$ cat src/rtl/execute_pipe_if.sv
// Decode-side and writeback-side handshake bundle for execute_pipe.
// The master drives operations and out_ready. The slave (the execute unit) drives in_ready and the results.
interface execute_pipe_if #(
  parameter int unsigned WIDTH = 16
);
  logic             in_valid;
  logic             in_ready;
  logic [2:0]       in_op;
  logic [WIDTH-1:0] in_a;
  logic [WIDTH-1:0] in_b;
  logic             out_valid;
  logic             out_ready;
  logic [WIDTH-1:0] out_result;
  logic             out_carry;
  logic             out_zero;
  logic             out_jmp;

  modport master (
    output in_valid, in_op, in_a, in_b, out_ready,
    input  in_ready, out_valid, out_result, out_carry, out_zero, out_jmp
  );

  modport slave (
    input  in_valid, in_op, in_a, in_b, out_ready,
    output in_ready, out_valid, out_result, out_carry, out_zero, out_jmp
  );
endinterface

$ cat src/rtl/execute_pipe.sv
// Two-stage pass/add/sub/jump execute unit with carry/zero flags and valid/ready on both sides.
// Define EXE_SAT_EN to saturate ADD/ADDC at all-ones and SUB at zero.
module execute_pipe #(
  parameter int unsigned WIDTH        = 16,
  parameter bit          ZERO_ON_PASS = 1'b0
) (
  input  logic          clk,
  input  logic          rst_n,
  execute_pipe_if.slave bus
);

  typedef enum logic [2:0] {
    OP_PASS = 3'b000,
    OP_ADD  = 3'b001,
    OP_SUB  = 3'b010,
    OP_ADDC = 3'b011,
    OP_JMP  = 3'b100,
    OP_JZ   = 3'b101,
    OP_JC   = 3'b110,
    OP_NOP  = 3'b111
  } op_e;

  logic             s1_valid;
  op_e              s1_op;
  logic [WIDTH-1:0] s1_a;
  logic [WIDTH-1:0] s1_b;

  logic             s2_free;
  logic             s1_adv;
  logic             accept;

  logic [WIDTH:0]   add_sum;
  logic [WIDTH:0]   sub_diff;
  logic             add_cin;
  logic [WIDTH-1:0] nxt_result;
  logic             nxt_carry;
  logic             nxt_zero;
  logic             nxt_jmp;

  assign s2_free      = !bus.out_valid || bus.out_ready;
  assign s1_adv       = s1_valid && s2_free;
  assign bus.in_ready = !s1_valid || s2_free;
  assign accept       = bus.in_valid && bus.in_ready;

  // out_carry/out_zero are loaded only when an op enters stage 2, so they double as the flag register.
  // The next op in stage 1 therefore sees the flags of its immediate predecessor.
  always_comb begin
    add_cin    = (s1_op == OP_ADDC) ? bus.out_carry : 1'b0;
    add_sum    = {1'b0, s1_a} + {1'b0, s1_b} + {{WIDTH{1'b0}}, add_cin};
    sub_diff   = {1'b0, s1_a} - {1'b0, s1_b};
    nxt_result = s1_b;
    nxt_carry  = bus.out_carry;
    nxt_zero   = bus.out_zero;
    nxt_jmp    = 1'b0;
    case (s1_op)
      OP_PASS: begin
        if (ZERO_ON_PASS) nxt_zero = (s1_b == '0);
      end
      OP_ADD, OP_ADDC: begin
        nxt_carry  = add_sum[WIDTH];
`ifdef EXE_SAT_EN
        nxt_result = add_sum[WIDTH] ? '1 : add_sum[WIDTH-1:0];
`else
        nxt_result = add_sum[WIDTH-1:0];
`endif
        nxt_zero   = (nxt_result == '0);
      end
      OP_SUB: begin
        nxt_carry  = !sub_diff[WIDTH];
`ifdef EXE_SAT_EN
        nxt_result = sub_diff[WIDTH] ? '0 : sub_diff[WIDTH-1:0];
`else
        nxt_result = sub_diff[WIDTH-1:0];
`endif
        nxt_zero   = (nxt_result == '0);
      end
      OP_JMP:  nxt_jmp = 1'b1;
      OP_JZ:   nxt_jmp = bus.out_zero;
      OP_JC:   nxt_jmp = bus.out_carry;
      OP_NOP:  nxt_result = s1_a;
      default: nxt_result = s1_b;
    endcase
  end

  always_ff @(posedge clk) begin
    if (!rst_n) begin
      s1_valid <= 1'b0;
      s1_op    <= OP_PASS;
      s1_a     <= '0;
      s1_b     <= '0;
    end else if (accept) begin
      s1_valid <= 1'b1;
      s1_op    <= op_e'(bus.in_op);
      s1_a     <= bus.in_a;
      s1_b     <= bus.in_b;
    end else if (s1_adv) begin
      s1_valid <= 1'b0;
    end
  end

  always_ff @(posedge clk) begin
    if (!rst_n) begin
      bus.out_valid  <= 1'b0;
      bus.out_result <= '0;
      bus.out_carry  <= 1'b0;
      bus.out_zero   <= 1'b0;
      bus.out_jmp    <= 1'b0;
    end else if (s1_adv) begin
      bus.out_valid  <= 1'b1;
      bus.out_result <= nxt_result;
      bus.out_carry  <= nxt_carry;
      bus.out_zero   <= nxt_zero;
      bus.out_jmp    <= nxt_jmp;
    end else if (bus.out_ready) begin
      bus.out_valid  <= 1'b0;
    end
  end

endmodule

$ cat src/flat_wrapper.sv
// flat-port wrapper written by rule: the top's interface ports become plain ports
module execute_pipe_flat 
#(
  parameter int unsigned WIDTH        = 16,
  parameter bit          ZERO_ON_PASS = 1'b0
)
  (clk, rst_n, bus_in_valid, bus_in_op, bus_in_a, bus_in_b, bus_out_ready, bus_in_ready, bus_out_valid, bus_out_result, bus_out_carry, bus_out_zero, bus_out_jmp);
  execute_pipe_if #(.WIDTH(WIDTH)) bus_i ();
  input  logic clk;
  input  logic rst_n;
  input wire logic [$bits(bus_i.in_valid)-1:0] bus_in_valid;
  input wire logic [$bits(bus_i.in_op)-1:0] bus_in_op;
  input wire logic [$bits(bus_i.in_a)-1:0] bus_in_a;
  input wire logic [$bits(bus_i.in_b)-1:0] bus_in_b;
  input wire logic [$bits(bus_i.out_ready)-1:0] bus_out_ready;
  output wire logic [$bits(bus_i.in_ready)-1:0] bus_in_ready;
  output wire logic [$bits(bus_i.out_valid)-1:0] bus_out_valid;
  output wire logic [$bits(bus_i.out_result)-1:0] bus_out_result;
  output wire logic [$bits(bus_i.out_carry)-1:0] bus_out_carry;
  output wire logic [$bits(bus_i.out_zero)-1:0] bus_out_zero;
  output wire logic [$bits(bus_i.out_jmp)-1:0] bus_out_jmp;
  assign bus_i.in_valid = bus_in_valid;
  assign bus_i.in_op = bus_in_op;
  assign bus_i.in_a = bus_in_a;
  assign bus_i.in_b = bus_in_b;
  assign bus_i.out_ready = bus_out_ready;
  assign bus_in_ready = bus_i.in_ready;
  assign bus_out_valid = bus_i.out_valid;
  assign bus_out_result = bus_i.out_result;
  assign bus_out_carry = bus_i.out_carry;
  assign bus_out_zero = bus_i.out_zero;
  assign bus_out_jmp = bus_i.out_jmp;
  execute_pipe #(.WIDTH(WIDTH), .ZERO_ON_PASS(ZERO_ON_PASS)) u_core (.clk(clk), .rst_n(rst_n), .bus(bus_i));
endmodule
$ cat config.mk
export PLATFORM = sky130hd
export DESIGN_NAME = execute_pipe_flat
export DESIGN_NICKNAME = d
export VERILOG_FILES = /design/src/rtl/execute_pipe_if.sv /design/src/rtl/execute_pipe.sv /design/src/flat_wrapper.sv
export SDC_FILE = /design/constraint.sdc
export NUM_CORES = 1
export LEC_CHECK = 0
export ABC_AREA = 1
export CORE_UTILIZATION = 37
export CTS_BUF_LIST = sky130_fd_sc_hd__clkbuf_16
export CTS_CLUSTER_DIAMETER = 60
export DETAILED_ROUTE_END_ITERATION = 7
export GPL_TIMING_DRIVEN = 0
export PLACE_DENSITY_LB_ADDON = 0.25
export SYNTH_ARGS = -nofsm -noshare
export SYNTH_HDL_FRONTEND = slang
export SYNTH_SLANG_ARGS = --single-unit
$ cat constraint.sdc
create_clock -name clk -period 3.5 [get_ports clk]
set_input_delay 0.35 -clock clk [delete_from_list [all_inputs] [get_ports clk]]
set_output_delay 0.35 -clock clk [all_outputs]
set_load 0.005 [all_outputs]
# ---- After elaboration in Yosys (flattened, before gate mapping)
# Cells that the tools add are included.
dict set report op_classes {
  mux 9
  eq_ne 7
  n_addsub 3
  n_reduce_logical 14
}
# op count
set ops {}
lappend ops {{$pmux W16 S3} 1}
lappend ops {{$logic_not A16 Y1} 2}
lappend ops {{$add A16 B16 Y17} 1}
lappend ops {{$add A17 B1 Y17} 1}
lappend ops {{$sub A16 B16 Y17} 1}
lappend ops {{$eq A3 B3 Y1 const B} 4}
lappend ops {{$eq A3 B2 Y1 const B} 2}
lappend ops {{$reduce_bool A2 Y1} 3}
lappend ops {{$mux W1} 5}
lappend ops {{$pmux W1 S2} 2}
lappend ops {{$eq A3 B1 Y1 const B} 1}
lappend ops {{$logic_not A1 Y1} 3}
lappend ops {{$pmux W1 S3} 1}
lappend ops {{$logic_and A1 B1 Y1} 2}
lappend ops {{$logic_or A1 B1 Y1} 2}
lappend ops {{$reduce_and A2 Y1} 1}
lappend ops {{$reduce_or A2 Y1} 1}
dict set report word_totals {
  ff_bits 56
  out_inout_bits 21
  elab_cells 42
}

# ---- Logic depth before layout (Yosys ltp)
# Gate-level depths: netlist of the first run.
dict set report logic_depth {
  ltp_word 5
  ltp_mapped 19
}

# ---- Worst setup path after synthesis of the first run
# OpenSTA, ideal clock, no wires.
dict set report synth_path {
  kind {register to register}
  from {register u_core.s1_op[0]}
  to {register u_core.bus.out_zero}
  t_arrival_ps 2412
  path_slack_ps 979
  path_buffers 0
  path_stages_with_launch 18
  path_cell_list {dfxtp_1 -> inv_1 -> nor2_4 -> nand3_1 -> fa_1 -> fa_1 -> inv_1 -> nand3_1 -> nand3_2 -> nand3_1 -> nand3_1 -> nand2_1 -> nand2_1 -> nor2_1 -> nand3_1 -> nand3_1 -> nand2_1 -> inv_1}
}
dict set report synth_via {
  elab_chain_cells 5
  elab_cells_between_ends 10
}
# item line
set synth_lines {}
lappend synth_lines {{start, declared} execute_pipe.sv:24} ;# op_e s1_op;
lappend synth_lines {{start signal, assigned} execute_pipe.sv:93} ;# s1_op <= op_e'(bus.in_op);
lappend synth_lines {{$eq A3 B2 Y1} {execute_pipe.sv:48, execute_pipe.sv:55}}
lappend synth_lines {{$mux W1} execute_pipe.sv:48} ;# add_cin = (s1_op == OP_ADDC) ? bus.out_carry : 1'b0;
lappend synth_lines {{$add A17 B1 Y17} execute_pipe.sv:49} ;# add_sum = {1'b0, s1_a} + {1'b0, s1_b} + {{WIDTH{1'b0}}, add_cin};
lappend synth_lines {{$logic_not A16 Y1} execute_pipe.sv:66} ;# nxt_zero = (nxt_result == '0);
lappend synth_lines {{$pmux W1 S2} execute_pipe.sv:55} ;# case (s1_op)
lappend synth_lines {{end signal, assigned} execute_pipe.sv:112} ;# bus.out_zero <= nxt_zero;
lappend synth_lines {{end, declared} execute_pipe_if.sv:25} ;# output in_ready, out_valid, out_result, out_carry, out_zero, out_jmp
# Several ways; a longest one is shown, not always the timed one.
# A chain may end at the register's enable or synchronous reset.

# ---- Worst setup path in the final report of the first run
dict set report layout_path {
  from {register u_core.s1_op[0]}
  to {register u_core.bus.out_result[14]}
}
dict set report layout_via {
  elab_chain_cells 4
  elab_cells_between_ends 8
}
# item line
set layout_lines {}
lappend layout_lines {{$eq A3 B2 Y1} {execute_pipe.sv:48, execute_pipe.sv:55}}
lappend layout_lines {{$mux W1} execute_pipe.sv:48}
lappend layout_lines {{$add A17 B1 Y17} execute_pipe.sv:49}
lappend layout_lines {{$pmux W16 S3 *} execute_pipe.sv:55}
lappend layout_lines {{end signal, assigned} execute_pipe.sv:110} ;# bus.out_result <= nxt_result;
lappend layout_lines {{end, declared} execute_pipe_if.sv:25}
# Mark *: on every way between the ends. The rest lies on a longest branch, timed or not.

==> results of run 1 <==
## worst max-delay path, cell delays in order (launching register included)
cell	delay (ps)
dfxtp_1	410
inv_1	130
nor2_4	290
nand3_1	180
fa_1	460
fa_1	440
inv_1	130
nand3_1	120
nand3_2	130
nand3_1	110
nand3_1	120
nand2_1	90
a21oi_1	170
o21ai_1	140
a21oi_1	140
## registers in the layout (all words and copies together) (netlist names)
name / count
u_core.bus.out_zero: 1
u_core.s1_a: 16
u_core.s1_valid: 1
u_core.bus.out_result: 16
u_core.bus.out_jmp: 1
u_core.bus.out_valid: 1
u_core.bus.out_carry: 1
u_core.s1_op: 3
u_core.s1_b: 16
## placed cells by master (no fill, tap or decap), drive strengths merged
master,netlist,final
dfxtp,56,56
and2,1,1
o2111ai,3,3
o22ai,2,2
o21bai,5,5
clkdlybuf4s50,0,59
a21oi,88,88
o211ai,4,4
nand2,194,194
o21ai,52,52
clkbuf,14,19
nor2,73,73
or2,1,1
fa,3,3
o221ai,2,2
clkinv,3,4
nand3,48,48
ha,31,31
nand4,4,4
buf,13,13
xor2,6,6
inv,89,91
a221oi,1,1
nor3,7,7
## metrics by stage
stage | power (W) | util | std cells | cell area [sq um] | hold WS (ps)
detailed placement | 0.00144 | 0.448 | 902 | 5140 | 462
finish | 0.00197 | 0.461 | 910 | 5280 | 470
global placement | 0.00143 | 0.448 | 902 | 5140 | 458
CTS | 0.00196 | 0.461 | 910 | 5280 | 474
floorplan | 0.00120 | - | 700 | 4370 | 462
global route | 0.00209 | 0.461 | 910 | 5280 | 494
## report_power, final
part | internal, W | switching, W
registers | 0.000680 | 0.0000384
logic | 0.000265 | 0.000460
clock network | 0.000269 | 0.000255
total | 0.00121 | 0.000753
## cell families (layout without fill, tap and decap cells)
kind of cell / count (synthesis) / in the layout / synth area share
flops: 56 / 56 / 0.257
compound gates: 157 / 157 / 0.196
xor+xnor: 6 / 6 / 0.0120
buf+inv: 119 / 186 / 0.114
fa+ha+maj: 34 / 34 / 0.103
simple gates: 328 / 328 / 0.319
## final cells by class
| cell class | instances | area (sq um) | area share |
|---|---|---|---|
| multi-input cells | 525 | 2750 | 0.520 |
| repair buffers | 59 | 591 | 0.112 |
| flip-flops and latches | 56 | 1120 | 0.212 |
| well taps | 143 | 179 | 0.0339 |
| clock buffers | 5 | 125 | 0.0237 |
| plain buffers | 27 | 151 | 0.0287 |
| inverters | 92 | 345 | 0.0654 |
| clock inverters | 3 | 21.3 | 0.00403 |
## path summary, 6_finish.rpt
path / start / endpoint / slack, ps / depth (start not counted)
min reg2reg: u_core.bus.out_result[14]$_SDFFE_PN0P_ / u_core.bus.out_result[14]$_SDFFE_PN0P_ / 470 / 2
max: u_core.s1_op[0]$_SDFFE_PN0P_ / u_core.bus.out_result[14]$_SDFFE_PN0P_ / 370 / 14
max reg2reg: u_core.s1_op[0]$_SDFFE_PN0P_ / u_core.bus.out_result[14]$_SDFFE_PN0P_ / 370 / 14
min: u_core.bus.out_result[14]$_SDFFE_PN0P_ / u_core.bus.out_result[14]$_SDFFE_PN0P_ / 470 / 2
## layer usage
layer	GRT usage	routed length (microns)
met4	0.0693	289
met3	0.0340	830
met2	0.407	6570
met5	0	0
met1	0.317	6700
==> results.sh, run 1 <==
export IMPL_status="finished clean"
export IMPL_cts_post_setup_buffers_inserted=0
export IMPL_clock_insertion_delay_worst_skew_ps=300
export IMPL_power_ir_vdd_worst_v=0.000241
export IMPL_fraction_of_registers_with_async_set_reset=0
export IMPL_finalClockSkew_ps=9.01
export IMPL_holdCritPathClass="register to register"
export IMPL_postCtsResizedCells=0
export IMPL_setup_viol_count_final=0
export IMPL_yosys_warnings=0
export IMPL_port_buffers=59
export IMPL_unrepaired_setup_endpoints_after_global_routing="no"
export IMPL_layout_filler_cells=1221
export IMPL_critPathRequiredTime_ps=3730
export IMPL_edff_count_synth=0
export IMPL_detail_route_iter0_violations=266
export IMPL_antenna_diode_count=0
export IMPL_die_height_microns=111
export IMPL_critPathArrivalTime_ps=3360
export IMPL_drc=0
export IMPL_p_leak_nw=2.47
export IMPL_grt_remaining_overflow=0
export IMPL_max_slew_worst_pin_slew_ps=586
export IMPL_detail_route_first_pass_iterations=5
export IMPL_detailroute_via_count=4767
export IMPL_cts_buffers_inserted=5
export IMPL_cap_violations=0
export IMPL_cts_tree="built"
export IMPL_area_share_of_the_largest_cell_type_after_synthesis=0.257
export IMPL_num_nets_final=839
export IMPL_drive_gt1_frac=0.0626
export IMPL_antenna_found_initial=0
export IMPL_grt_first_pass_wirelength_microns=23300
export IMPL_routability_congestion_estimate_from_global_placement=0.958
export IMPL_cts_htree_levels=2
export IMPL_post_synth_cell_area_avg_sq_um=6.24
export IMPL_grt_use_total=0.240
export IMPL_cts_root_buffer="clkbuf_16"
export IMPL_die_x_microns=111
export IMPL_count_of_cell_types_in_the_netlist=33
export IMPL_core_rowCount=39
export IMPL_post_place_ws_ps=426
export IMPL_critPathLaunchType="register"
export IMPL_cts_sinks=56
export IMPL_postRouteWirelength_microns=14400
export IMPL_netlist_instances=700
export IMPL_via_per_inst=5.24
export IMPL_synthTopCellsByCount="187 x nand2_1, 84 x inv_1, 82 x a21oi_1"
export IMPL_max_clock_freq_mhz=319
export IMPL_synth_area_leader_cell="dfxtp_1"
export IMPL_power_per_cell_area_nw_per_um2=372
export IMPL_synth_seq_cells=56
export IMPL_syn_num_nets=773
export IMPL_drt_antenna_violating_nets=0
export IMPL_finalMaxSlewViolations=0
export IMPL_floorplan_die_area_sq_um=12200
export IMPL_timing_critical_path_fanout_max=10
export IMPL_top_flip_flop_cell_by_instance_count_after_synthesis="dfxtp_1"
export IMPL_boundaryPins=60
export IMPL_cts_hold_buffers_added=0
export IMPL_setup_worst_path_class="register to register"
export IMPL_synthMostInstantiatedCell="nand2_1"
export IMPL_setup_tns_final_ps=0
export IMPL_hpwlAfterDp_microns=11900
export IMPL_finalHoldViolations=0
export IMPL_finalCriticalPeriod_ps=3130
export IMPL_grt_pass1_vias=4670
export IMPL_drt_wirelength_per_cell_microns=15.8
export IMPL_synth_top_cells_by_area="dfxtp_1 26%, nand2_1 16%, a21oi_1 9.4%"
export IMPL_synthesis_area_sq_um=4370
export IMPL_slew_hr=0.609
export IMPL_synth_yosys_seq_area_share=0.257
export IMPL_postLayoutSetupSlackWorst_ps=370
export IMPL_floorplan_core_area_sq_um=11500
export IMPL_cts_buffer_depth=2
export IMPL_worst_setup_hold_path_clk_slew_ps=70
export IMPL_flow_area_growth_from_synthesis_pct=21.0
export IMPL_fin_crit_sh=0.894
export IMPL_maximum_number_of_pins_on_one_net_before_global_route_repair=19
export IMPL_timing_critical_path_to_type="register"
export IMPL_floorplan_initialDensity=0.381
Power figures use the tool's default switching activity.
==> run 2: changes to the inputs <==
Settings changed: ABC_CLOCK_PERIOD_IN_PS from default to 3500, HOLD_SLACK_MARGIN from default to 0.15.
==> results of run 2 <==
No change in the layout: final DEF, timing and power equal those of run 1.
==> run 3: changes to the inputs <==
Settings changed: CORE_UTILIZATION 37 to 50.
==> results.sh, run 3 (synthesis results as in run 1) <==
export IMPL_status="finished clean"
export IMPL_grt_use_total=0.325
export IMPL_port_buffers=59
export IMPL_finalCriticalPeriod_ps=3200
export IMPL_detail_route_first_pass_iterations=5
export IMPL_crit_path_cell_trace="inv_1 -> nor2_4 -> nand3_1 -> fa_1 -> fa_1 -> inv_1 -> nand2_1 -> nand2_2 -> nand2_1 -> nand2_1 -> nand3_1 -> nor2_1 -> nand3_1 -> nor2_1 -> nand3_1 -> nand3_1 -> nand2_1 -> inv_1"
export IMPL_num_nets_final=839
export IMPL_drt_antenna_violating_nets=0
export IMPL_postCtsResizedCells=0
export IMPL_critPathRequiredTime_ps=3740
export IMPL_dp_cells=864
export IMPL_finalHoldViolations=0
export IMPL_cap_violations=0
export IMPL_flow_area_growth_from_synthesis_pct=20.3
export IMPL_clock_insertion_delay_worst_skew_ps=290
export IMPL_die_x_microns=95.5
export IMPL_holdCritPathClass="register to register"
export IMPL_power_per_cell_area_nw_per_um2=383
export IMPL_floorplan_core_area_sq_um=8340
export IMPL_grt_remaining_overflow=0
export IMPL_critical_path_slowest_cell="fa_1"
export IMPL_cts_tree="built"
export IMPL_largest_registers="u_core.bus.out_result x16, u_core.s1_a x16, u_core.s1_b x16"
export IMPL_clockPowerShare=0.280
export IMPL_p_sw_frac=0.363
export IMPL_cts_buffers_inserted=5
export IMPL_cell_internal_pwr_w=0.00128
export IMPL_setup_worst_path_class="register to register"
export IMPL_detailroute_via_count=4852
export IMPL_routability_congestion_estimate_from_global_placement=0.940
export IMPL_fin_crit_sh=0.915
export IMPL_max_slew_worst_pin_slew_ps=592
export IMPL_drc=0
export IMPL_finalClockSkew_ps=7.14
export IMPL_finalMaxSlewViolations=0
export IMPL_max_clock_freq_mhz=312
export IMPL_worst_setup_hold_path_clk_slew_ps=70
export IMPL_via_per_inst=5.56
export IMPL_timing_critical_path_mode_cell="nand3_1"
export IMPL_grt_pass1_vias=4476
export IMPL_antenna_found_initial=0
export IMPL_cts_post_setup_buffers_inserted=0
export IMPL_postRouteWirelength_microns=14300
export IMPL_setup_viol_count_final=0
export IMPL_crit_path_max_incr_delay_ps=500
export IMPL_hpwlAfterDp_microns=11600
export IMPL_drive_gt1_frac=0.0626
export IMPL_timing_critical_path_to_type="register"
export IMPL_boundaryPins=60
export IMPL_die_height_microns=95.5
export IMPL_slew_hr=0.606
export IMPL_floorplan_initialDensity=0.524
export IMPL_mostFrequentLayoutCells="187 x nand2_1, 85 x inv_1, 82 x a21oi_1"
export IMPL_cts_buffer_depth=2
export IMPL_maximum_number_of_pins_on_one_net_before_global_route_repair=17
export IMPL_grt_first_pass_wirelength_microns=22200
export IMPL_antenna_diode_count=0
export IMPL_detail_route_iter0_violations=321
export IMPL_floorplan_die_area_sq_um=9110
export IMPL_drt_wirelength_per_cell_microns=16.4
export IMPL_switchingPower_w=0.000729
export IMPL_timing_critical_path_fanout_max=10
export IMPL_cp_top_family="simple AND/OR/NAND/NOR gates"
export IMPL_p_comb_frac=0.363
export IMPL_timing_critical_path_buf_inv=3
export IMPL_p_leak_nw=2.48
export IMPL_cts_sinks=56
export IMPL_setup_tns_final_ps=0
export IMPL_critPathArrivalTime_ps=3450
export IMPL_cts_root_buffer="clkbuf_16"
export IMPL_non_filler_cells_in_the_finished_layout=872
export IMPL_cts_hold_buffers_added=0
export IMPL_core_rowCount=33
export IMPL_power_ir_vdd_worst_v=0.000283
export IMPL_unrepaired_setup_endpoints_after_global_routing="no"
export IMPL_critPathLaunchType="register"
export IMPL_most_common_cell_after_layout_fill_and_taps_aside="nand2_1"
export IMPL_cts_htree_levels=2
export IMPL_seq_power_share=0.357
run 3: cell count changes in the layout (fill, tap and decap cells not counted), sizes merged:
cell / before / now
bufinv: 0 / 1
inv: 91 / 90
run 3: final cells by class:
type,instances,area (sq um)
inverters,92,345
repair buffers,59,591
clock inverters,3,38.8
plain buffers,27,151
multi-input cells,525,2750
well taps,105,131
clock buffers,5,125
fillers,818,3090
flip-flops and latches,56,1120
run 3: worst paths after layout:
check | from | end | slack (ps) | depth (start not counted)
max | u_core.s1_op[0]$_SDFFE_PN0P_ | u_core.bus.out_zero$_SDFFE_PN0P_ | 300 | 18
min | u_core.bus.out_result[14]$_SDFFE_PN0P_ | u_core.bus.out_result[14]$_SDFFE_PN0P_ | 460 | 2
max reg2reg | u_core.s1_op[0]$_SDFFE_PN0P_ | u_core.bus.out_zero$_SDFFE_PN0P_ | 300 | 18
min reg2reg | u_core.bus.out_result[14]$_SDFFE_PN0P_ | u_core.bus.out_result[14]$_SDFFE_PN0P_ | 460 | 2
run 3: per-layer routing:
metal	vias to the layer above	track usage	share of wire
li1	2392	-	-
met1	2212	0.459	0.45
met2	229	0.528	0.45
met3	19	0.0279	0.086
met4	0	0.0908	0.017
met5	-	0	0
run 3: metrics by stage:
step           power [W]  instance area [sq um]  setup slack (ps)  hold WS, ps   util
2_1_floorplan    0.00120                   4370               979          462      -
3_3_place_gp     0.00143                   5090               393          456  0.610
3_5_place_dp     0.00144                   5090               370          457  0.610
4_1_cts          0.00200                   5250               302          468  0.630
5_1_grt          0.00211                   5250               123          489  0.630
6_report         0.00201                   5250               296          464  0.630
run 3: worst reg2reg max path, cell delays in order (launching register included):
cell and delay (ps):
dfxtp_1 410, inv_1 130, nor2_4 310, nand3_1 200
fa_1 500, fa_1 450, inv_1 130, nand2_1 90
nand2_2 100, nand2_1 50, nand2_1 90, nand3_1 100
nor2_1 130, nand3_1 100, nor2_1 120, nand3_1 80
nand3_1 70, nand2_1 50, inv_1 50
run 3: power groups by stage:
stage / Sequential [W] / Clock (W) / Combinational, W
floorplan: 0.000722 / 0 / 0.000480
global placement: 0.000728 / 0 / 0.000700
detailed placement: 0.000730 / 0 / 0.000711
CTS: 0.000716 / 0.000565 / 0.000716
global route: 0.000721 / 0.000591 / 0.000803
finish: 0.000717 / 0.000562 / 0.000730
